$ cat src/rtl/serial_to_parallel_sync_pkg.sv
// Shared link definitions for the serial transmit and receive paths.
// Holds word width, the comma idle symbol, lock depth and receiver state encodings.
// Contains no logic. The serializer and deserializer both import it so the two ends agree.
package serial_to_parallel_sync_pkg;

   localparam int               DATA_W     = 8;
   localparam logic [7:0]       COMMA      = 8'hBC;
   localparam int               LOCK_COUNT = 4;

   typedef enum logic [1:0] {
      HUNT    = 2'd0,
      LOCKING = 2'd1,
      ACTIVE  = 2'd2
   } state_t;

endpackage

$ cat src/rtl/serial_to_parallel_sync.sv
// Serial-to-parallel converter with comma alignment. Recovers DATA_W-bit words, MSB first.
// Latency: data_out, valid_out and byte_strobe update one edge after a word's last bit is sampled.
// Backpressure: none. The link free-runs, and one word is presented every DATA_W cycles once locked.
module serial_to_parallel_sync #(
   parameter int                DATA_W     = serial_to_parallel_sync_pkg::DATA_W,
   parameter logic [DATA_W-1:0] COMMA      = serial_to_parallel_sync_pkg::COMMA,
   parameter int                LOCK_COUNT = serial_to_parallel_sync_pkg::LOCK_COUNT
) (
   input  logic              clk8f,
   input  logic              reset,
   input  logic              data_serial,
   output logic [DATA_W-1:0] data_out,
   output logic              valid_out,
   output logic              byte_strobe,
   output logic              active
);
   import serial_to_parallel_sync_pkg::*;

   localparam int BW = $clog2(DATA_W);
   localparam int CW = $clog2(LOCK_COUNT + 1);
   localparam logic [CW-1:0] LOCK_TGT = CW'(LOCK_COUNT);

   state_t            state;
   state_t            state_nxt;
   logic [DATA_W-1:0] sh;
   logic [BW-1:0]     bit_cnt;
   logic [BW-1:0]     bit_nxt;
   logic [CW-1:0]     comma_cnt;
   logic [CW-1:0]     comma_nxt;
   logic [CW-1:0]     comma_inc;
   logic              boundary;
   logic              is_comma;
   logic              word_upd;

   assign boundary  = (bit_cnt == '0);
   assign is_comma  = (sh == COMMA);
   assign comma_inc = comma_cnt + CW'(1);
   assign active    = (state == ACTIVE);

   // Next-state logic. In HUNT a comma at any bit offset re-phases the bit counter.
   // LOCKING only looks at word boundaries. ACTIVE never leaves except through reset.
   always_comb begin
      state_nxt = state;
      comma_nxt = comma_cnt;
      bit_nxt   = bit_cnt + BW'(1);
      word_upd  = 1'b0;
      case (state)
         HUNT: begin
            if (is_comma) begin
               // The edge that sees the comma acts as boundary 0, so the count restarts at 1.
               bit_nxt   = BW'(1);
               comma_nxt = CW'(1);
               state_nxt = (LOCK_COUNT == 1) ? ACTIVE : LOCKING;
            end
         end
         LOCKING: begin
            if (boundary) begin
               if (is_comma) begin
                  comma_nxt = comma_inc;
                  if (comma_inc == LOCK_TGT) begin
                     state_nxt = ACTIVE;
                  end
               end else begin
                  comma_nxt = '0;
                  state_nxt = HUNT;
               end
            end
         end
         ACTIVE: begin
            word_upd = boundary;
         end
         default: begin
            state_nxt = HUNT;
            comma_nxt = '0;
         end
      endcase
   end

   // State register.
   always_ff @(posedge clk8f or posedge reset) begin
      if (reset) begin
         state <= HUNT;
      end else begin
         state <= state_nxt;
      end
   end

   // Shift register and counters. sh clears to 0 rather than COMMA so that no comma is seen right after reset.
   always_ff @(posedge clk8f or posedge reset) begin
      if (reset) begin
         sh        <= '0;
         bit_cnt   <= '0;
         comma_cnt <= '0;
      end else begin
         sh        <= {sh[DATA_W-2:0], data_serial};
         bit_cnt   <= bit_nxt;
         comma_cnt <= comma_nxt;
      end
   end

   // Registered word outputs. They load at each boundary in ACTIVE, and byte_strobe pulses for that one cycle.
   always_ff @(posedge clk8f or posedge reset) begin
      if (reset) begin
         data_out    <= '0;
         valid_out   <= 1'b0;
         byte_strobe <= 1'b0;
      end else begin
         byte_strobe <= word_upd;
         if (word_upd) begin
            data_out  <= sh;
            valid_out <= !is_comma;
         end
      end
   end

endmodule

$ cat config.mk
export PLATFORM = sky130hd
export DESIGN_NAME = serial_to_parallel_sync
export DESIGN_NICKNAME = d
export VERILOG_FILES = /design/src/rtl/serial_to_parallel_sync_pkg.sv /design/src/rtl/serial_to_parallel_sync.sv
export SDC_FILE = /design/constraint.sdc
export NUM_CORES = 1
export LEC_CHECK = 0
export ABC_AREA = 1
export CAP_MARGIN = 20
export CORE_MARGIN = 8
export CORE_UTILIZATION = 57
export CTS_CLUSTER_DIAMETER = 100
export DETAILED_ROUTE_END_ITERATION = 10
export PLACE_DENSITY = 0.82
export SYNTH_ARGS = -nofsm -noshare
export SYNTH_HDL_FRONTEND = slang
export SYNTH_SLANG_ARGS = --single-unit
$ cat constraint.sdc
create_clock -name clk8f -period 1.93 [get_ports clk8f]
set_input_delay 0.2895 -clock clk8f [delete_from_list [all_inputs] [get_ports clk8f]]
set_output_delay 0.2895 -clock clk8f [all_outputs]
set_load 0.1 [all_outputs]
==> qor.tcl, run 1 <==
set qor(outcome) {finished, final reports clean}
set qor(synth.yosys.warnings) 0
set qor(final_hold_viol_count) 0
set qor(synth_seq_cells) 26
set qor(synth_async_reset_ratio_pct) 100
set qor(critical_setup_path_class) {register to output pin}
set qor(p_leak_nw) 0.726
set qor(grt_start_max_net_pins) 27
set qor(finalClockSkew_ns) 0.00363
set qor(grt_first_pass_wirelength_microns) 3230
set qor(post_cts.resized_instances) 0
set qor(final.setup.tns_ns) 0
set qor(fmax_mhz) 647
set qor(postSynth.topFlopCell) {dfrtp_1}
set qor(worstPathRequired_ns) 1.64
set qor(chipHeight_microns) 60.1
set qor(synth-edff-count) 0
set qor(setup-violations-final) 0
set qor(ant_nets) 0
set qor(cts-root-to-sink-buffers) 2
set qor(synth_area_leaders) {dfrtp_1 (59%), nand2_1 (14%), inv_1 (6.8%)}
set qor(final.min_clock_period_ns) 1.55
set qor(worstSkewPairLatency_ns) 0.31
set qor(worstPathArrival_ns) 1.26
set qor(worst_ir_drop_vdd_mv) 0.577
set qor(clock_power_share_pct) 26.4
set qor(routed_wirelength_microns) 1810
set qor(stdcell_area_sq_mm) 0.00129
set qor(cts_max_level) 1
set qor(cts-root-buf) {clkbuf_4}
set qor(netlist_area_sq_mm) 0.00111
set qor(worst_path_clk_slew_ns) 0.13
set qor(synthDominantCellAreaShare_pct) 58.7
set qor(placed_area_sq_mm) 0.00125
set qor(routedWlPerCell_microns) 11.0
set qor(tritoncts) {done}
set qor(initial_antenna_violation_count) 0
set qor(remaining_drc_errors) 0
set qor(finalMaxSlewViolations) 0
set qor(pwr-share-seq_pct) 62.1
set qor(first_global_vias) 784
set qor(rsz0062_at_grt) {no}
set qor(io_buffers) 13
set qor(timing.critical_path.to_type) {output pin}
set qor(max_cap_violations) 0
set qor(first_pass_iters) 4
set qor(comb_power_share_pct) 11.5
set qor(switchingPower_w) 0.000249
set qor(max-slew-margin-rel_pct) 79.3
set qor(p_int_w) 0.000746
set qor(synthTopCellsByCount) {nand2_1 (42), dfrtp_1 (26), inv_1 (20)}
set qor(min_period_over_period_pct) 80.1
set qor(floorplan.die.width_microns) 60.1
set qor(dp_slack_ns) 0.573
set qor(overflow) 0
set qor(avgViaCountPerCell) 4.83
set qor(switching_share_pct) 25.0
set qor(antenna_cells) 0
set qor(initial_utilization_pct) 58.3
set qor(dp_hpwl_microns) 1400
set qor(syn-instance-count) 120
set qor(reg2reg_depth) 8
set qor(finalNetCount) 145
set qor(actual_slew_at_the_worst_max_slew_pin_ns) 0.311
set qor(finish.cell_count_without_fillers) 164
set qor(holdBufCountCts) 0
set qor(design.die.area_sq_mm) 0.00361
set qor(placeableCoreArea_sq_mm) 0.00190
set qor(timing.final.ws_setup_ns) 0.384
set qor(post_route_cells_drive_above_1_share_pct) 19.0
set qor(rrSetupSlack_ns) 0.56
set qor(syn_nets) 127
set qor(synth.largest_area_cell) {dfrtp_1}
set qor(worst-path-max-fanout) 4
set qor(grt_util_all_layers_pct) 11.7
set qor(critical_path.startpoint_type) {register}
set qor(worst_r2r_endpoint) {data_out[4]$_DFFE_PP0P_}
set qor(hold_path.class) {input pin to async pin}
set qor(area_growth_syn_to_layout_pct) 16.4
set qor(synth_sequential_area_ratio_pct) 58.7
set qor(rows) 16
set qor(total_vias_in_the_final_route) 792
set qor(i_o_pin_count) 14
set qor(cts_post_setup_buffers_inserted) 0
set qor(reg2reg_from) {bit_cnt[0]$_DFF_PP0_}
set qor(synthDistinctLibCells) 16
set qor(cts_inserted_buffers) 3
set qor(place.gp.congestion) 0.782
set qor(dp_cells) 160
set qor(p_per_area_mw_per_mm2) 771
set qor(syn_avg_cell_area_sq_um) 9.24
set qor(synth_most_common_cell) {nand2_1}
set qor(drt_iter0_drc) 16
set qor(cts.sink_count) 26
==> how the worst max path moves through the flow <==
stage	startpoint	endpoint	slack (ns)
final	state[1]$_DFFE_PP0P_	active	0.38
after global routing	state[1]$_DFFE_PP0P_	active	0.31
after CTS	state[1]$_DFFE_PP0P_	active	0.38
after detailed placement	bit_cnt[0]$_DFF_PP0_	data_out[4]$_DFFE_PP0P_	0.57
after global placement	bit_cnt[0]$_DFF_PP0_	data_out[3]$_DFFE_PP0P_	0.63
after floorplan	state[1]$_DFFE_PP0P_	data_out[1]$_DFFE_PP0P_	0.02
==> layout make-up <==
cell class | instances | area, sq um
Tap cell | 27 | 33.8
Clock buffer | 4 | 36.3
Timing Repair Buffer | 14 | 123
Inverter | 21 | 78.8
Sequential cell | 26 | 651
Fill cell | 152 | 612
Multi-Input combinational cell | 72 | 368
==> routing by layer <==
layer | up-vias | track usage (%) | routed length, microns
met4 | 0 | 5.10 | 14
met3 | 2 | 2.80 | 66
met2 | 11 | 19.7 | 906
li1 | 399 | - | -
met1 | 380 | 13.7 | 818
met5 | - | 0 | 0
==> kinds of logic after synthesis <==
logic type | count (synthesis) | share of synthesized area (%)
AOI/OAI and AO/OA | 8 | 5.30
DFF | 26 | 58.7
and+or+nand+nor | 59 | 22.6
buffers and inverters | 22 | 8.13
xor gates and xnor gates | 1 | 0.790
adders and majority gates | 4 | 4.51
==> power groups by stage <==
stage          clock network (W)   logic, W  registers (W)
6_report                0.000263   0.000114       0.000618
5_1_grt                 0.000293   0.000139       0.000622
4_1_cts                 0.000272   0.000118       0.000618
3_5_place_dp                   0   0.000116       0.000628
3_3_place_gp                   0   0.000108       0.000625
2_1_floorplan                  0  0.0000895       0.000621
==> per-stage QoR <==
| stage | util (%) | total power (W) | hold slack, ns |
|---|---|---|---|
| 3_3_place_gp | 65.9 | 0.000732 | 0.383 |
| 2_1_floorplan | - | 0.000710 | 0.321 |
| 4_1_cts | 67.8 | 0.00101 | 0.307 |
| 6_report | 67.8 | 0.000994 | 0.305 |
| 5_1_grt | 67.8 | 0.00105 | 0.318 |
| 3_5_place_dp | 65.9 | 0.000744 | 0.384 |
==> sequential cells by signal (all words and copies together) (netlist names) <==
signal and count:
bit_cnt 3, data_out 8, state 2, byte_strobe 1
valid_out 1, comma_cnt 3, sh 8
==> worst max-delay path, cell delays in order, from the launching register on <==
cell and delay [ns]:
dfrtp_1 0.44, inv_1 0.09, nor2_2 0.20, buf_12 0.21
==> cell usage in the layout (no fill, tap or decap) <==
cell             synthesis  routed
buf_12                   0       1
buf_4                    0      11
clkbuf_4                 0       3
clkbuf_8                 0       1
clkdlybuf4s50_1          0       2
dfrtp_1                 26      26
ha_1                     4       4
inv_1                   20      20
inv_2                    1       1
nand2_1                 42      42
nand2_2                  1       1
nand3_1                  5       5
nand3_2                  1       1
nor2_1                   7       7
nor2_2                   2       2
nor3b_2                  1       1
o2111ai_1                1       1
o21ai_0                  3       3
o21ai_2                  4       4
xor2_1                   1       1
No activity file was read; power rests on OpenSTA's default activity.
==> inputs of run 2 (changes only) <==
--- a/config.mk
+++ b/config.mk
@@ -8,10 +8,10 @@
 export ABC_AREA = 1
 export CAP_MARGIN = 20
 export CORE_MARGIN = 8
-export CORE_UTILIZATION = 57
+export CORE_UTILIZATION = 53
 export CTS_CLUSTER_DIAMETER = 100
 export DETAILED_ROUTE_END_ITERATION = 10
-export PLACE_DENSITY = 0.82
+export PLACE_DENSITY = 0.77
 export SYNTH_ARGS = -nofsm -noshare
 export SYNTH_HDL_FRONTEND = slang
 export SYNTH_SLANG_ARGS = --single-unit
==> constraint.sdc (replaced) <==
create_clock -name clk8f -period 1.5 [get_ports clk8f]
set_input_delay 0.225 -clock clk8f [delete_from_list [all_inputs] [get_ports clk8f]]
set_output_delay 0.225 -clock clk8f [all_outputs]
set_load 0.1 [all_outputs]
==> run 2 against run 1 <==
  * Flip-flop and latch count unchanged
  * Core utilization rose by 5.8 points
  * Combinational power grew 32%
  * Clock power increased by 77%
  * Clock-buffer cell count fell by 1
  * Via count down 0.63%
  * Critical path type is now register to register
  * Largest cell class unchanged
  * Largest power group unchanged
  * Highest routed layer unchanged
==> qor.tcl, run 2 (synthesis gave the netlist of run 1 again) <==
set qor(worst_ir_drop_vdd_mv) 0.758 ;# +31%
set qor(switching_share_pct) 23.1 ;# -1.9 points
set qor(outcome) {finished, final reports clean}
set qor(grt_first_pass_wirelength_microns) 3330 ;# +3.2%
set qor(routedWlPerCell_microns) 11.0 ;# -0.44%
set qor(worst-path-max-fanout) 15 ;# +11
set qor(p_int_w) 0.00109 ;# +45%
set qor(worstPathArrival_ns) 1.66 ;# +0.40 ns
set qor(min_period_over_period_pct) 93.3
set qor(remaining_drc_errors) 0 ;# unchanged
set qor(comb_power_share_pct) 10.6 ;# -0.9 points
set qor(grt_util_all_layers_pct) 11.7 ;# +0.027 points
set qor(post_cts.resized_instances) 0 ;# unchanged
set qor(setup-violations-final) 0 ;# unchanged
set qor(worstSkewPairLatency_ns) 0.31 ;# about the same
set qor(io_buffers) 13 ;# unchanged
set qor(total_vias_in_the_final_route) 787 ;# -0.63%
set qor(worstPathRequired_ns) 1.76 ;# +0.12 ns
set qor(dp_cells) 160 ;# unchanged
set qor(initial_antenna_violation_count) 0 ;# unchanged
set qor(final_common_cell) {nand2_1}
set qor(cts_max_level) 1 ;# unchanged
set qor(p_leak_nw) 0.765 ;# +5.3%
set qor(first_pass_iters) 4 ;# unchanged
set qor(finalNetCount) 146 ;# +0.69%
set qor(rsz0062_at_grt) {yes}
set qor(critical_path.startpoint_type) {register}
set qor(ant_nets) 0 ;# unchanged
set qor(cts_inserted_buffers) 3 ;# unchanged
set qor(actual_slew_at_the_worst_max_slew_pin_ns) 0.314 ;# +0.00265 ns
set qor(largestRegisters) {data_out (8), sh (8)}
set qor(drt_iter0_drc) 33 ;# +17
set qor(cts.sink_count) 26 ;# unchanged
set qor(final_hold_viol_count) 0 ;# unchanged
set qor(first_global_vias) 819 ;# +4.5%
set qor(dp_hpwl_microns) 1390 ;# -0.31%
set qor(finalClockSkew_ns) 0.00211 ;# -0.00152 ns
set qor(routed_wirelength_microns) 1810 ;# +0.17%
set qor(hold_path.class) {input pin to async pin}
set qor(i_o_pin_count) 14 ;# unchanged
set qor(cts-root-buf) {clkbuf_4}
set qor(timing.final.ws_setup_ns) 0.101 ;# -0.283 ns
set qor(grt_start_max_net_pins) 27 ;# unchanged
set qor(fin_hold_ws_ns) 0.244 ;# -0.0602 ns
set qor(p_per_area_mw_per_mm2) 978 ;# +27%
set qor(max_cap_violations) 0 ;# unchanged
set qor(placeableCoreArea_sq_mm) 0.00196 ;# +3.2%
set qor(mostFrequentLayoutCells) {nand2_1 (42), dfrtp_1 (26), inv_1 (19)}
set qor(finalMaxSlewViolations) 0 ;# unchanged
set qor(tritoncts) {done}
set qor(final.fill_count) 165 ;# +8.6%
set qor(avgViaCountPerCell) 4.77 ;# -1.2%
set qor(cts-root-to-sink-buffers) 2 ;# unchanged
set qor(pwr-share-seq_pct) 56.4 ;# -5.7 points
set qor(area_growth_syn_to_layout_pct) 30.2
set qor(initial_utilization_pct) 56.5 ;# -1.8 points
set qor(antenna_cells) 0 ;# unchanged
set qor(critical_setup_path_class) {register to register}
set qor(max-slew-margin-rel_pct) 79.1 ;# -0.18 points
set qor(design.die.area_sq_mm) 0.00381 ;# +5.5%
set qor(finish.cell_count_without_fillers) 165 ;# +0.61%
set qor(cts_post_setup_buffers_inserted) 0 ;# unchanged
set qor(timing.critical_path.to_type) {register}
set qor(post_route_cells_drive_above_1_share_pct) 20.3 ;# +1.3 points
set qor(fmax_mhz) 715
set qor(holdBufCountCts) 0 ;# unchanged
set qor(post-route-util_pct) 73.6 ;# +5.8 points
set qor(chipHeight_microns) 61.7 ;# +2.7%
set qor(final.min_clock_period_ns) 1.40
set qor(clock_power_share_pct) 33.0 ;# +6.6 points
set qor(dp_slack_ns) 0.121 ;# -0.452 ns
set qor(switchingPower_w) 0.000326 ;# +31%
set qor(worst_path_clk_slew_ns) 0.13 ;# about the same
set qor(floorplan.die.width_microns) 61.7 ;# +2.7%
set qor(rows) 16 ;# unchanged
set qor(place.gp.congestion) 0.791 ;# +1.1%
set qor(overflow) 0 ;# unchanged
run 2: changes by cell type in the layout (fill, tap and decap cells not counted), sizes merged:
cell,delta
clkbuf,-1
buf,+1
bufinv,+1
run 2: final timing paths:
path / startpoint / end / slack, ns / cells past startpoint
max in group asynchronous: reset / bit_cnt[1]$_DFF_PP0_ / 1.02 / 3
worst max register to register: bit_cnt[1]$_DFF_PP0_ / data_out[3]$_DFFE_PP0P_ / 0.10 / 8
worst min-delay path: reset / data_out[1]$_DFFE_PP0P_ / 0.24 / 3
worst min register to register: sh[6]$_DFF_PP0_ / sh[7]$_DFF_PP0_ / 0.42 / 0
min in group clk8f: data_serial / sh[0]$_DFF_PP0_ / 0.33 / 1
worst max-delay path: bit_cnt[1]$_DFF_PP0_ / data_out[3]$_DFFE_PP0P_ / 0.10 / 8
run 2: power groups by stage:
| stage | registers (W) | clock network, W | logic [W] |
|---|---|---|---|
| finish | 0.000796 | 0.000466 | 0.000150 |
| floorplan | 0.000800 | 0 | 0.000115 |
| global route | 0.000805 | 0.000507 | 0.000181 |
| detailed placement | 0.000811 | 0 | 0.000148 |
| CTS | 0.000797 | 0.000479 | 0.000150 |
| global placement | 0.000805 | 0 | 0.000139 |
run 2: cell type report:
cell class	instances	area (sq um)	share of cell area [%]
clock buffers	3	22.5	1.56
clock inverters	1	30.0	2.08
inverters	21	78.8	5.46
multi-input cells	72	373	25.8
flip-flops and latches	26	651	45.1
well taps	27	33.8	2.34
repair buffers	15	255	17.7
run 2: routing by layer:
layer,global-route usage (%),up-vias,wire length [microns]
li1,-,397,-
met1,13.3,370,809
met2,20.4,16,891
met3,1.85,4,72
met4,6.82,0,36
met5,0,-,0
run 2: stage by stage:
stage | total power (W) | setup TNS (ns) | area [sq um]
CTS | 0.00143 | 0 | 1440
floorplan | 0.000915 | -0.228 | 1110
global placement | 0.000944 | 0 | 1380
global route | 0.00149 | -0.0255 | 1440
finish | 0.00141 | 0 | 1440
detailed placement | 0.000959 | 0 | 1380
run 2: worst max-delay path, cell delays in order, from the launching register on:
cell	delay (ns)
dfrtp_1	0.41
inv_1	0.07
ha_1	0.15
inv_1	0.05
nor2_1	0.13
nand2_2	0.21
inv_1	0.19
nand2_1	0.07
nand2_1	0.08
==> inputs of run 3 (changes only) <==
--- a/config.mk
+++ b/config.mk
@@ -8,10 +8,11 @@
 export ABC_AREA = 1
 export CAP_MARGIN = 20
 export CORE_MARGIN = 8
-export CORE_UTILIZATION = 53
+export CORE_UTILIZATION = 50
 export CTS_CLUSTER_DIAMETER = 100
 export DETAILED_ROUTE_END_ITERATION = 10
-export PLACE_DENSITY = 0.77
+export GPL_ROUTABILITY_DRIVEN = 0
+export PLACE_DENSITY = 0.73
 export SYNTH_ARGS = -nofsm -noshare
 export SYNTH_HDL_FRONTEND = slang
 export SYNTH_SLANG_ARGS = --single-unit
==> run 3 against run 2 <==
  * Global-route usage is 0.86 points lower
  * Sequential share of layout area is 0.24 points higher
  * Core utilization is 6.7 points lower
  * Critical path type is now register to output pin
  * Critical endpoint is now active
  * Largest cell class unchanged
==> qor.tcl, run 3 (synthesis gave the netlist of run 1 again) <==
set qor(outcome) {finished, final reports clean}
set qor(avgViaCountPerCell) 4.76 ;# -0.22%
set qor(worstPathArrival_ns) 1.21 ;# -0.45 ns
set qor(worst_r2r_endpoint) {state[0]$_DFFE_PP0P_}
set qor(area_growth_syn_to_layout_pct) 29.6
set qor(antenna_cells) 0 ;# unchanged
set qor(worst_ir_drop_vdd_mv) 0.601 ;# -21%
set qor(floorplan.die.width_microns) 63.1 ;# +2.2%
set qor(slowest_delay_ns) 0.45 ;# +0.04 ns
set qor(hold_path.class) {input pin to async pin}
set qor(final_common_cell) {nand2_1}
set qor(max_cap_violations) 0 ;# unchanged
set qor(rows) 17 ;# +1
set qor(cts-root-to-sink-buffers) 2 ;# unchanged
set qor(dp_cells) 161 ;# +0.63%
set qor(crit_end) {active}
set qor(actual_slew_at_the_worst_max_slew_pin_ns) 0.315 ;# +0.000706 ns
set qor(chipHeight_microns) 63.1 ;# +2.2%
set qor(cts_inserted_buffers) 3 ;# unchanged
set qor(p_leak_nw) 0.773 ;# +1.1%
set qor(drt_iter0_drc) 22 ;# -33%
set qor(worstPathRequired_ns) 1.27 ;# -0.49 ns
set qor(ant_nets) 0 ;# unchanged
set qor(grt_start_max_net_pins) 27 ;# unchanged
set qor(worst_path_clk_slew_ns) 0.13 ;# about the same
set qor(first_pass_iters) 4 ;# unchanged
set qor(reg2reg_depth) 9 ;# +1
set qor(path_cells) {inv_2 > nor2_4 > buf_12}
set qor(post_route_cells_drive_above_1_share_pct) 21.0 ;# +0.72 points
set qor(worstSetupStartpoint) {state[1]$_DFFE_PP0P_}
set qor(total_vias_in_the_final_route) 790 ;# +0.38%
set qor(min_period_over_period_pct) 95.6 ;# +2.3 points
set qor(grt_first_pass_wirelength_microns) 3520 ;# +5.6%
set qor(worst-path-buf-inv) 2 ;# -1
set qor(reg2reg_from) {bit_cnt[0]$_DFF_PP0_}
set qor(p_per_area_mw_per_mm2) 898 ;# -8.1%
set qor(routedWlPerCell_microns) 11.6 ;# +6.2%
set qor(worstSkewPairLatency_ns) 0.32 ;# about the same
set qor(largestRegisters) {data_out (8), sh (8)}
set qor(mostFrequentLayoutCells) {nand2_1 (42), dfrtp_1 (26), inv_1 (19)}
set qor(setup-violations-final) 0 ;# unchanged
set qor(initial_utilization_pct) 51.6 ;# -4.9 points
set qor(holdBufCountCts) 0 ;# unchanged
set qor(dp_slack_ns) 0.127 ;# +0.00576 ns
set qor(worst-path-max-fanout) 4 ;# -11
set qor(cts-root-buf) {clkbuf_4}
set qor(post-layout-total-power_w) 0.00129 ;# -8.6%
set qor(max-slew-margin-rel_pct) 79.0 ;# about the same
set qor(placeableCoreArea_sq_mm) 0.00215 ;# +9.5%
set qor(final.min_clock_period_ns) 1.43 ;# +0.0352 ns
set qor(final.setup.tns_ns) 0 ;# unchanged
set qor(finish.cell_count_without_fillers) 166 ;# +0.61%
set qor(finalNetCount) 146 ;# unchanged
set qor(dp_hpwl_microns) 1460 ;# +4.8%
set qor(i_o_pin_count) 14 ;# unchanged
set qor(timing.final.ws_setup_ns) 0.0660 ;# -0.0352 ns
set qor(tritoncts) {done}
set qor(routed_wirelength_microns) 1930 ;# +6.8%
set qor(remaining_drc_errors) 0 ;# unchanged
set qor(initial_antenna_violation_count) 0 ;# unchanged
set qor(grt_util_all_layers_pct) 10.9 ;# -0.86 points
set qor(fin_hold_ws_ns) 0.238 ;# -0.00638 ns
set qor(design.die.area_sq_mm) 0.00398 ;# +4.4%
set qor(rrSetupSlack_ns) 0.14 ;# +0.04 ns
set qor(finalClockSkew_ns) 0.00434 ;# +0.00223 ns
set qor(worst_path_max_delay_cell) {dfrtp_1}
set qor(finalMaxSlewViolations) 0 ;# unchanged
set qor(cts_max_level) 1 ;# unchanged
set qor(final_hold_viol_count) 0 ;# unchanged
set qor(critical_path.startpoint_type) {register}
set qor(timing.critical_path.to_type) {output pin}
set qor(worst_path_dominant_cell_family) {flip-flops}
set qor(rsz0062_at_grt) {no}
set qor(timing.critical_path.depth) 3 ;# -5
set qor(io_buffers) 13 ;# unchanged
set qor(cts.sink_count) 26 ;# unchanged
set qor(fmax_mhz) 697 ;# -2.5%
set qor(critical_setup_path_class) {register to output pin}
set qor(first_global_vias) 795 ;# -2.9%
set qor(overflow) 0 ;# unchanged
==> run 3: cell types whose count changed in the layout (fill, tap and decap cells not counted), sizes merged <==
cell    previous run  this run
bufinv             1         0
clkbuf             3         4
==> run 3: worst min path at each step <==
stage	startpoint	endpoint
after global placement	sh[2]$_DFF_PP0_	sh[3]$_DFF_PP0_
final	reset	bit_cnt[1]$_DFF_PP0_
after global routing	reset	bit_cnt[1]$_DFF_PP0_
after CTS	reset	bit_cnt[1]$_DFF_PP0_
after floorplan	data_serial	sh[0]$_DFF_PP0_
after detailed placement	sh[2]$_DFF_PP0_	sh[3]$_DFF_PP0_
==> run 3: cell type report <==
| class | instances | area [sq um] |
|---|---|---|
| clock buffer | 4 | 36.3 |
| fill | 167 | 712 |
| inverter | 21 | 78.8 |
| multi-input combinational | 72 | 380 |
| sequential | 26 | 651 |
| tap | 28 | 35.0 |
| timing repair buffer | 15 | 255 |
==> run 3: power by group <==
part,internal [W],switching (W),total [W]
Sequential,0.000752,0.0000461,0.000798
Combinational,0.0000635,0.0000844,0.000148
Clock,0.000148,0.000196,0.000345
Total,0.000964,0.000327,0.00129
==> run 3: worst register-to-register path, cell delays in order, from the launching register on <==
cell and delay (ns):
dfrtp_1 0.43, inv_1 0.06, ha_1 0.14, inv_1 0.05, nor2_2 0.14, o21ai_0 0.09
nand2_1 0.18, nand2_1 0.08, nand2_1 0.06, nand2_1 0.05
==> run 3: stage by stage <==
stage / util, % / cell area [sq um]
after floorplan: - / 1110
after global placement: 64.5 / 1390
after CTS: 66.2 / 1420
final: 66.9 / 1440
after global routing: 66.9 / 1440
after detailed placement: 64.5 / 1390
==> run 3: layer usage <==
metal	up-vias	track usage [%]	share of wire (%)
met5	-	0	0
met4	0	6.84	2.1
met3	4	2.47	3.7
met2	12	17.9	51
met1	373	12.5	43
li1	401	-	-
==> run 3: timing repair <==
action	in CTS	in global routing
endpoints found under the setup margin	0	5
gates resized for setup	0	2
setup buffers	0	1
